$ cat src/rtl/ccm_pkg.sv
// Shared constants, types and helpers for the colour-correction-matrix stage.
package ccm_pkg;

  localparam int COEF_W = 16;
  localparam int FRAC_W = 8;
  localparam int PROD_W = COEF_W + 9;
  localparam int SUM_W  = PROD_W + 2;
  localparam int OFF_W  = 10;

  localparam logic [3:0] ADDR_C_LAST = 4'd8;
  localparam logic [3:0] ADDR_OFF_R  = 4'd9;
  localparam logic [3:0] ADDR_OFF_G  = 4'd10;
  localparam logic [3:0] ADDR_OFF_B  = 4'd11;

  localparam logic [COEF_W-1:0] COEF_ONE  = COEF_W'(1 << FRAC_W);
  localparam logic [COEF_W-1:0] COEF_ZERO = '0;

  typedef logic [8:0][COEF_W-1:0] coef_set_t;

  // Index 0 is c00, index 8 is c22.
  localparam coef_set_t COEF_IDENT = {
    COEF_ONE, COEF_ZERO, COEF_ZERO, COEF_ZERO,
    COEF_ONE, COEF_ZERO, COEF_ZERO, COEF_ZERO,
    COEF_ONE
  };

  function automatic logic [7:0] clamp8(
    input logic signed [SUM_W:0] v
  );
    if (v < 0)
      return 8'd0;
    else if (v > 255)
      return 8'hff;
    else
      return v[7:0];
  endfunction

endpackage

$ cat src/rtl/ccm_dot3.sv
// One matrix row: registered products, then registered sum with
// the rounding constant folded in.
module ccm_dot3 import ccm_pkg::*; (
  input  logic                     clk,
  input  logic                     reset,
  input  logic [7:0]               x0,
  input  logic [7:0]               x1,
  input  logic [7:0]               x2,
  input  logic signed [COEF_W-1:0] c0,
  input  logic signed [COEF_W-1:0] c1,
  input  logic signed [COEF_W-1:0] c2,
  output logic signed [SUM_W-1:0]  sum
);

  localparam logic signed [SUM_W-1:0] HALF =
    SUM_W'(1 << (FRAC_W - 1));

  logic signed [PROD_W-1:0] p0, p1, p2;

  always_ff @(posedge clk) begin
    if (reset) begin
      p0  <= '0;
      p1  <= '0;
      p2  <= '0;
      sum <= '0;
    end else begin
      p0  <= PROD_W'($signed({1'b0, x0})) * PROD_W'(c0);
      p1  <= PROD_W'($signed({1'b0, x1})) * PROD_W'(c1);
      p2  <= PROD_W'($signed({1'b0, x2})) * PROD_W'(c2);
      sum <= SUM_W'(p0) + SUM_W'(p1) + SUM_W'(p2) + HALF;
    end
  end

endmodule

$ cat src/rtl/ccm_top.sv
// Colour-correction matrix with frame-synchronous coefficient swap.
// Optional per-channel offsets are built when CCM_OFFSET_EN is defined.
module ccm_top import ccm_pkg::*; #(
  parameter int source_h = 1024,
  parameter int source_v = 1024
) (
  input  logic        clk,
  input  logic        reset,
  input  logic        in_vsync,
  input  logic        in_hsync,
  input  logic        in_den,
  input  logic [7:0]  in_data_R,
  input  logic [7:0]  in_data_G,
  input  logic [7:0]  in_data_B,
  input  logic        cfg_wr,
  input  logic [3:0]  cfg_addr,
  input  logic [15:0] cfg_data,
  input  logic        cfg_commit,
  output logic        cfg_pending,
  output logic        out_vsync,
  output logic        out_hsync,
  output logic        out_den,
  output logic [7:0]  out_data_R,
  output logic [7:0]  out_data_G,
  output logic [7:0]  out_data_B
);

  coef_set_t  stg_c, act_c;
  logic       vsync_q;
  logic       boundary;
  logic [2:0] tm_q1, tm_q2;
  logic [7:0] res [3];
  logic [7:0] pix [3];

`ifdef CCM_OFFSET_EN
  logic [2:0][OFF_W-1:0] stg_o, act_o;
  logic [2:0][OFF_W-1:0] off_q1, off_q2;
`endif

  assign boundary = in_vsync & ~vsync_q;
  assign pix[0]   = in_data_R;
  assign pix[1]   = in_data_G;
  assign pix[2]   = in_data_B;

  always_ff @(posedge clk) begin
    if (reset) begin
      stg_c       <= COEF_IDENT;
      act_c       <= COEF_IDENT;
      cfg_pending <= 1'b0;
      vsync_q     <= 1'b0;
`ifdef CCM_OFFSET_EN
      stg_o       <= '0;
      act_o       <= '0;
`endif
    end else begin
      vsync_q <= in_vsync;
      // Copy samples staging before this edge's write.
      if (boundary && (cfg_pending || cfg_commit)) begin
        act_c       <= stg_c;
`ifdef CCM_OFFSET_EN
        act_o       <= stg_o;
`endif
        cfg_pending <= 1'b0;
      end else if (cfg_commit) begin
        cfg_pending <= 1'b1;
      end
      if (cfg_wr) begin
        unique case (1'b1)
          cfg_addr <= ADDR_C_LAST:
            stg_c[cfg_addr] <= cfg_data;
`ifdef CCM_OFFSET_EN
          cfg_addr == ADDR_OFF_R:
            stg_o[0] <= cfg_data[OFF_W-1:0];
          cfg_addr == ADDR_OFF_G:
            stg_o[1] <= cfg_data[OFF_W-1:0];
          cfg_addr == ADDR_OFF_B:
            stg_o[2] <= cfg_data[OFF_W-1:0];
`endif
          default: ;
        endcase
      end
    end
  end

  always_ff @(posedge clk) begin
    if (reset) begin
      tm_q1  <= '0;
      tm_q2  <= '0;
`ifdef CCM_OFFSET_EN
      off_q1 <= '0;
      off_q2 <= '0;
`endif
    end else begin
      tm_q1  <= {in_vsync, in_hsync, in_den};
      tm_q2  <= tm_q1;
`ifdef CCM_OFFSET_EN
      off_q1 <= act_o;
      off_q2 <= off_q1;
`endif
    end
  end

  for (genvar i = 0; i < 3; i++) begin : g_row
    logic signed [SUM_W-1:0] sum;
    logic signed [SUM_W:0]   val;

    ccm_dot3 u_dot (
      .clk   (clk),
      .reset (reset),
      .x0    (pix[0]),
      .x1    (pix[1]),
      .x2    (pix[2]),
      .c0    ($signed(act_c[3*i])),
      .c1    ($signed(act_c[3*i+1])),
      .c2    ($signed(act_c[3*i+2])),
      .sum   (sum)
    );

`ifdef CCM_OFFSET_EN
    assign val = (SUM_W+1)'(sum >>> FRAC_W)
               + (SUM_W+1)'($signed(off_q2[i]));
`else
    assign val = (SUM_W+1)'(sum >>> FRAC_W);
`endif
    assign res[i] = clamp8(val);
  end

  always_ff @(posedge clk) begin
    if (reset) begin
      out_vsync  <= 1'b0;
      out_hsync  <= 1'b0;
      out_den    <= 1'b0;
      out_data_R <= '0;
      out_data_G <= '0;
      out_data_B <= '0;
    end else begin
      {out_vsync, out_hsync, out_den} <= tm_q2;
      out_data_R <= tm_q2[0] ? res[0] : 8'd0;
      out_data_G <= tm_q2[0] ? res[1] : 8'd0;
      out_data_B <= tm_q2[0] ? res[2] : 8'd0;
    end
  end

endmodule

$ cat config.mk
export PLATFORM = sky130hd
export DESIGN_NAME = ccm_top
export DESIGN_NICKNAME = d
export VERILOG_FILES = /design/src/rtl/ccm_pkg.sv /design/src/rtl/ccm_dot3.sv /design/src/rtl/ccm_top.sv
export SDC_FILE = /design/constraint.sdc
export NUM_CORES = 2
export LEC_CHECK = 0
export BUFFER_PORTS_ARGS = -buffer_cell sky130_fd_sc_hd__buf_2
export CORE_MARGIN = 1.5
export CORE_UTILIZATION = 50
export DETAILED_ROUTE_END_ITERATION = 6
export GPL_TIMING_DRIVEN = 0
export PLACE_DENSITY = 0.66
export REMOVE_ABC_BUFFERS = 1
export SYNTH_ARGS = -nofsm -noshare
export SYNTH_HDL_FRONTEND = slang
export SYNTH_SLANG_ARGS = --single-unit
$ cat constraint.sdc
create_clock -name clk -period 9.05 [get_ports clk]
set_input_delay 1.81 -clock clk [delete_from_list [all_inputs] [get_ports clk]]
set_output_delay 1.81 -clock clk [all_outputs]
set_load 0.02 [all_outputs]
# Word level (Yosys, flattened, before mapping)
# Index checks and enable logic that the tools add are counted.
[word_totals]
out_inout_bits = 28
in_bits = 51
reg_bits = 629
wordCells = 84
[op_classes]
reduce_logical = 8
muxes = 6
n_bitwise = 3
order_cmp = 9
n_addsub = 9
n_mul = 9
[ops]
columns = ["op", "count"]
rows = [
  ["9-bit by 16-bit multiplier with 25-bit output", 9],
  ["144-bit bitwise mux", 1],
  ["26-bit by 25-bit adder with 27-bit output", 3],
  ["27-bit by 9-bit adder with 27-bit output (second input constant)", 3],
  ["25-bit by 25-bit adder with 26-bit output", 3],
  ["16-bit demux with 4-bit select", 1],
  ["19-bit by 9-bit > comparator with 1-bit output (second input constant)", 3],
  ["19-bit by 1-bit less-than comparator with 1-bit output (second input constant)", 3],
  ["8-bit 2-to-1 mux", 3],
  ["16-bit 2-to-1 mux", 1],
  ["3-bit OR reduction", 3],
  ["4-bit by 5-bit less-than comparator with 1-bit output (second input constant)", 1],
  ["4-bit by 1-bit greater-or-equal comparator with 1-bit output (second input constant)", 1],
  ["4-bit <= comparator (second input constant)", 1],
  ["1-bit logical AND", 2],
  ["1-bit inverter", 2],
  ["2-bit AND reduction", 1],
  ["2-bit OR reduction", 1],
  ["1-bit AND", 1],
  ["1-bit logical OR", 1],
]

# Logic depth before layout (Yosys ltp)
[depth]
ltp_word = 5
ltp_mapped = 21
ltp_nobuf = 19

# Cells and area by module
# A second synthesis with hierarchy kept.
[unflattened]
hier_cells = 7572
area_unflattened_um2 = 68036.5
[by_module_without_submodules]
columns = ["module", "n_inst", "area_per_inst_um2", "cells_each"]
rows = [
  ["ccm_dot3 (g_row[0].u_dot)", 1, 18783.0, 2131],
  ["ccm_dot3 (g_row[2].u_dot)", 1, 18626.6, 2102],
  ["ccm_dot3 (g_row[1].u_dot)", 1, 18554.0, 2089],
  ["ccm_top", 1, 12072.8, 1250],
]

# Least setup slack after synthesis
# No wires, ideal clock.
[synth_path]
kind = "input to register"
start = "input port in_data_B[0]"
end = "register g_row[2].u_dot.p2[23]"
stages = 19
path_buffers = 2
t_arrival_ns = 6.467
setup_slack_ns = 2.462
t_required_ns = 8.929
cell_sequence = "clkbuf_1 -> clkbuf_1 -> nand2_1 -> fa_1 -> inv_1 -> fa_1 -> fa_1 -> inv_1 -> fa_1 -> inv_1 -> ha_1 -> a21o_1 -> a21o_1 -> a22o_1 -> a21oi_1 -> o21ai_1 -> a21oi_1 -> o2bb2ai_1 -> mux2_2"
[synth_between]
elab_chain_len = 1
[synth_lines]
columns = ["element", "line_no", "text"]
rows = [
  ["start: declaration", "ccm_top.sv:14", "input logic [7:0] in_data_B,"],
  ["9-bit by 16-bit multiplier with 25-bit output", "ccm_dot3.sv:29", "p2 <= PROD_W'($signed({1'b0, x2})) * PROD_W'(c2);"],
  ["end signal: assignment", "ccm_dot3.sv:29", ""],
  ["end: declaration", "ccm_dot3.sv:18", "logic signed [PROD_W-1:0] p0, p1, p2;"],
]
# No other way between the ends.
# A chain may end at the register's enable or synchronous reset.

# Worst setup path in the final report
[layout_path]
start = "input port in_data_G[0]"
end = "register g_row[2].u_dot.p1[24]"
[layout_between]
elab_chain_len = 1
[layout_lines]
columns = ["element", "line_no", "text"]
rows = [
  ["start: declaration", "ccm_top.sv:13", "input logic [7:0] in_data_G,"],
  ["9-bit by 16-bit multiplier with 25-bit output", "ccm_dot3.sv:28", "p1 <= PROD_W'($signed({1'b0, x1})) * PROD_W'(c1);"],
  ["end signal: assignment", "ccm_dot3.sv:28", ""],
  ["end: declaration", "ccm_dot3.sv:18", ""],
]
# No other way between the ends.

==> results list <==
- Port buffer count: ~80
- By area the synthesized netlist is led by fa_1 30%, dfxtp_1 19%, ha_1 11%.
- Path class of the lowest-slack min-delay path: reg -> reg
- Most common flop cell mapped by yosys: dfxtp_1
* Worst path slowest cell: o41ai_1
- R2R Path Start: act_c[127]
- The initial utilization of the core area, before any placement, comes to 0.504.
* Clock buffer count from CTS: 76
- Dividing the detail-routed wire length by the instance count gives 16.7 um.
* Post-CTS clock slew at the launch and capture registers of the worst setup and hold paths: roughly 0.060 ns
- For the final routed database, the setup TNS stands at 0 ns.
- Later-pin clock latency in the skew report: 0.68 ns
* Post-CTS Resized: 0
- Number of remaining DRC errors: 0
* Overall routing resource usage: 0.238
- Vert. Die Dim: ~360 um
* Reg2Reg Capture Point: g_row[2].u_dot.p1[24]
- The first global-routing pass estimated 253000 um of wire.
* Floorplan Core Area: roughly 130000 um2
- Unique cell type count in the Yosys netlist: about 90
- Via count of the first global-routing pass: around 49000
* Relative slew slack: 0.138
* End point of the most critical hold path: tm_q2[1]
- Filler instances: about 12000
- Hold buffer count at CTS: 0
- Overall overflow remaining after global route: 0
- Setup slack closes at about 1.7 ns.
- TritonCTS built the clock tree.
- Among cell families on the critical path, the largest total delay comes from adder cells.
- Req. time, crit path: 9.51 ns
* Fmax: ~140 MHz
- STA classifies the critical path startpoint as an input pin.
- Summing over every cut layer, the via total after detailed routing is between 40000 and 50000.
* Clock tree buffer depth: 3
* Number of enable flip-flop cells after synthesis: 0
- Stage delay of the slowest cell on the critical path: 0.92 ns
* Most frequent cells in the layout: 1381 x inv_1, 1043 x nand2_1, 990 x fa_1, 659 x and2_1, 604 x dfxtp_1
- Summed over all cells, the static leakage comes to roughly 36 nW.
- The library cell used most frequently in the layout, excluding fill and tap cells, is inv_1.
- After technology mapping, the gate count stands at approximately 7400.
- Share of final-layout standard cells stronger than drive strength 1: 0.0366
- Pins Over Slew Limit: 0
- Using the TritonRoute via totals, the vias-per-cell ratio works out to approximately 5.2.
- For the worst setup path, the data arrival time is 7.80 ns.
- Final weighted congestion in routability-driven placement: 0.863
- Crit share post-route: 0.811
* Unrepaired setup endpoints after global routing: false
* Result of the run: finished, final reports clean
- Across the routed clock network, the largest skew measured is 0.0290 ns.
- Fraction of registers with async set or reset after synthesis: 0
* Kind of capture point of the worst setup path: flip-flop
- The initial antenna violation count is 11.
- Number of placement rows: approximately 130
* Total detailed-routing wirelength: between 150000 and 200000 um
* Total count of hold-check failures in the final report: 0
* Crit-path most repeated cell: fa_1
- Area of the multi-input gates: between 40000 and 50000 um2
- Of the post-synthesis cell area, the dominant cell type holds 0.304.
* Cell count of the worst reg-to-reg path: 15
* Worst slew pin tran: 1.29 ns
- Clock sinks: 604
* Final setup violation count: 0
- I/O Pins: 79
- Of all nets on the critical path, the largest fanout is between 40 and 50.
- Post-DRT Antenna Nets: 0
- Once the clock tree was built, the setup fixing pass inserted 0 buffers.
- Detailed placement HPWL: approximately 110000 um
* Cells along the critical path: buf_2 -> nand2_1 -> fa_1 -> fa_1 -> inv_1 -> fa_1 -> inv_1 -> fa_1 -> inv_1 -> ha_1 -> and3_1 -> nand4_1 -> or3_1 -> a31oi_1 -> o22ai_1 -> o41ai_1
- Register area: between 10000 and 15000 um2
- Initial detailed-routing violation count: 2624
* Shortest period the worst path allows: around 7.3 ns
- Post-route standard cell area excluding fillers: 69600 um2
* Cell at the root of the clock tree: clkbuf_16
- Yosys synthesis warning count: 0
* Minimum setup slack after placement: just under 1 ns
- Counting both buffers and inverters, the worst setup path holds a total of 4.
- CP Class: in -> reg
* Mapped Area: 65100 um2
* Share of the yosys chip area belonging to registers: 0.186
- The worst hold path begins at tm_q1[1].
- From synthesis to final layout, the design area changed by 6.83%.
- Along the worst hold path, the cell count comes to 1.
- In this run the power density over the cells is roughly 95 nW/um2.
- Worst slack on hold paths: ~0.44 ns
- Max-cap violations in this run came to 0.
- Post-synthesis sequential element count: between 600 and 700
- Across all register-to-register paths, the minimum setup slack is 3.39 ns.
* Die X: between 300 and 400 um
- The final layout contains just under 9000 nets.
* Leading area contributor after synthesis: fa_1
- The die covers 132000 um2.
- IR drop worst, VDD: 0.121 mV
- In this run the cell area measured after placement is ~67000 um2.
* Maximum number of pins on one net before global-route repair: between 150 and 200
- DR pass1 iterations: 5
- Post-Synthesis Mean Instance Area: approximately 8.8 um2
- H-tree levels: 3
==> synthesized netlist by cell type (54+ instances only) <==
library cell  instances
clkbuf_1            304
nand3_1              54
and2_1              659
nor2_1              324
a21oi_1             419
mux2i_1              66
ha_1                594
xor2_1               72
dfxtp_1             604
xnor2_1             145
nor2b_1              81
nand2_1            1043
fa_1                990
o21ai_0              87
inv_1              1382
a21o_1              115
==> worst max path at each step <==
stage                     cells past startpoint                     to          from
final                                        16  g_row[2].u_dot.p1[24]  in_data_G[0]
after detailed placement                     16  g_row[2].u_dot.p1[24]  in_data_G[0]
after global routing                         17  g_row[0].u_dot.p2[23]  in_data_B[1]
after global placement                        5          out_data_G[3]         reset
after CTS                                    16  g_row[2].u_dot.p1[24]  in_data_G[0]
after floorplan                               4               act_c[0]      in_vsync
==> sequential cells by signal, summed over array words and instances (netlist names), 2 cells and up <==
register         flops
g_row.u_dot.p2      75
act_c              144
g_row.u_dot.p1      75
out_data_G           8
stg_c              144
g_row.u_dot.sum     57
out_data_B           8
tm_q2                3
tm_q1                2
out_data_R           8
g_row.u_dot.p0      75
==> per-layer routing <==
metal | wire length (um) | vias up | track usage
li1 | - | 22448 | -
met1 | 66900 | 23386 | 0.308
met2 | 72300 | 807 | 0.407
met3 | 6790 | 223 | 0.0307
met4 | 5550 | 0 | 0.0879
met5 | 0 | - | 0
==> area by class of cell <==
| type | instances | share of cell area |
|---|---|---|
| Antenna cell | 2 | 0.0000719 |
| Clock buffer | 89 | 0.0295 |
| Clock inverter | 49 | 0.00987 |
| Inverter | 1382 | 0.0745 |
| Multi-Input combinational cell | 5102 | 0.670 |
| Sequential cell | 604 | 0.174 |
| Tap cell | 1742 | 0.0313 |
| Timing Repair Buffer | 97 | 0.0111 |
==> report_power, final <==
part / internal (W) / leakage (nW) / switching, W
combinational: 0.000154 / 29.7 / 0.000402
clock: 0.00199 / 1.31 / 0.00132
sequential: 0.00270 / 4.88 / 0.0000263
total: 0.00485 / 35.9 / 0.00174
==> logic make-up (layout without fill, tap and decap cells) <==
kind of cell               after synthesis  count (layout)  share of synthesized area
AOI/OAI and AO/OA                      888             888                     0.0847
xor gates and xnor gates               217             217                     0.0292
adders and majority gates             1584            1584                      0.418
buffers and inverters                 1717            1617                     0.0994
DFF                                    604             604                      0.186
muxes                                   74              74                     0.0115
other                                    0               2                          0
and+or+nand+nor                       2339            2339                      0.171
==> metrics by stage <==
step	std cells	total power, W	util
3_5_place_dp	8927	0.00334	0.517
2_1_floorplan	7088	0.00303	-
6_report	9067	0.00659	0.538
4_1_cts	9065	0.00667	0.538
5_1_grt	9065	0.00683	0.538
3_3_place_gp	8908	0.00331	0.514
(Power assumes the default switching activity.)
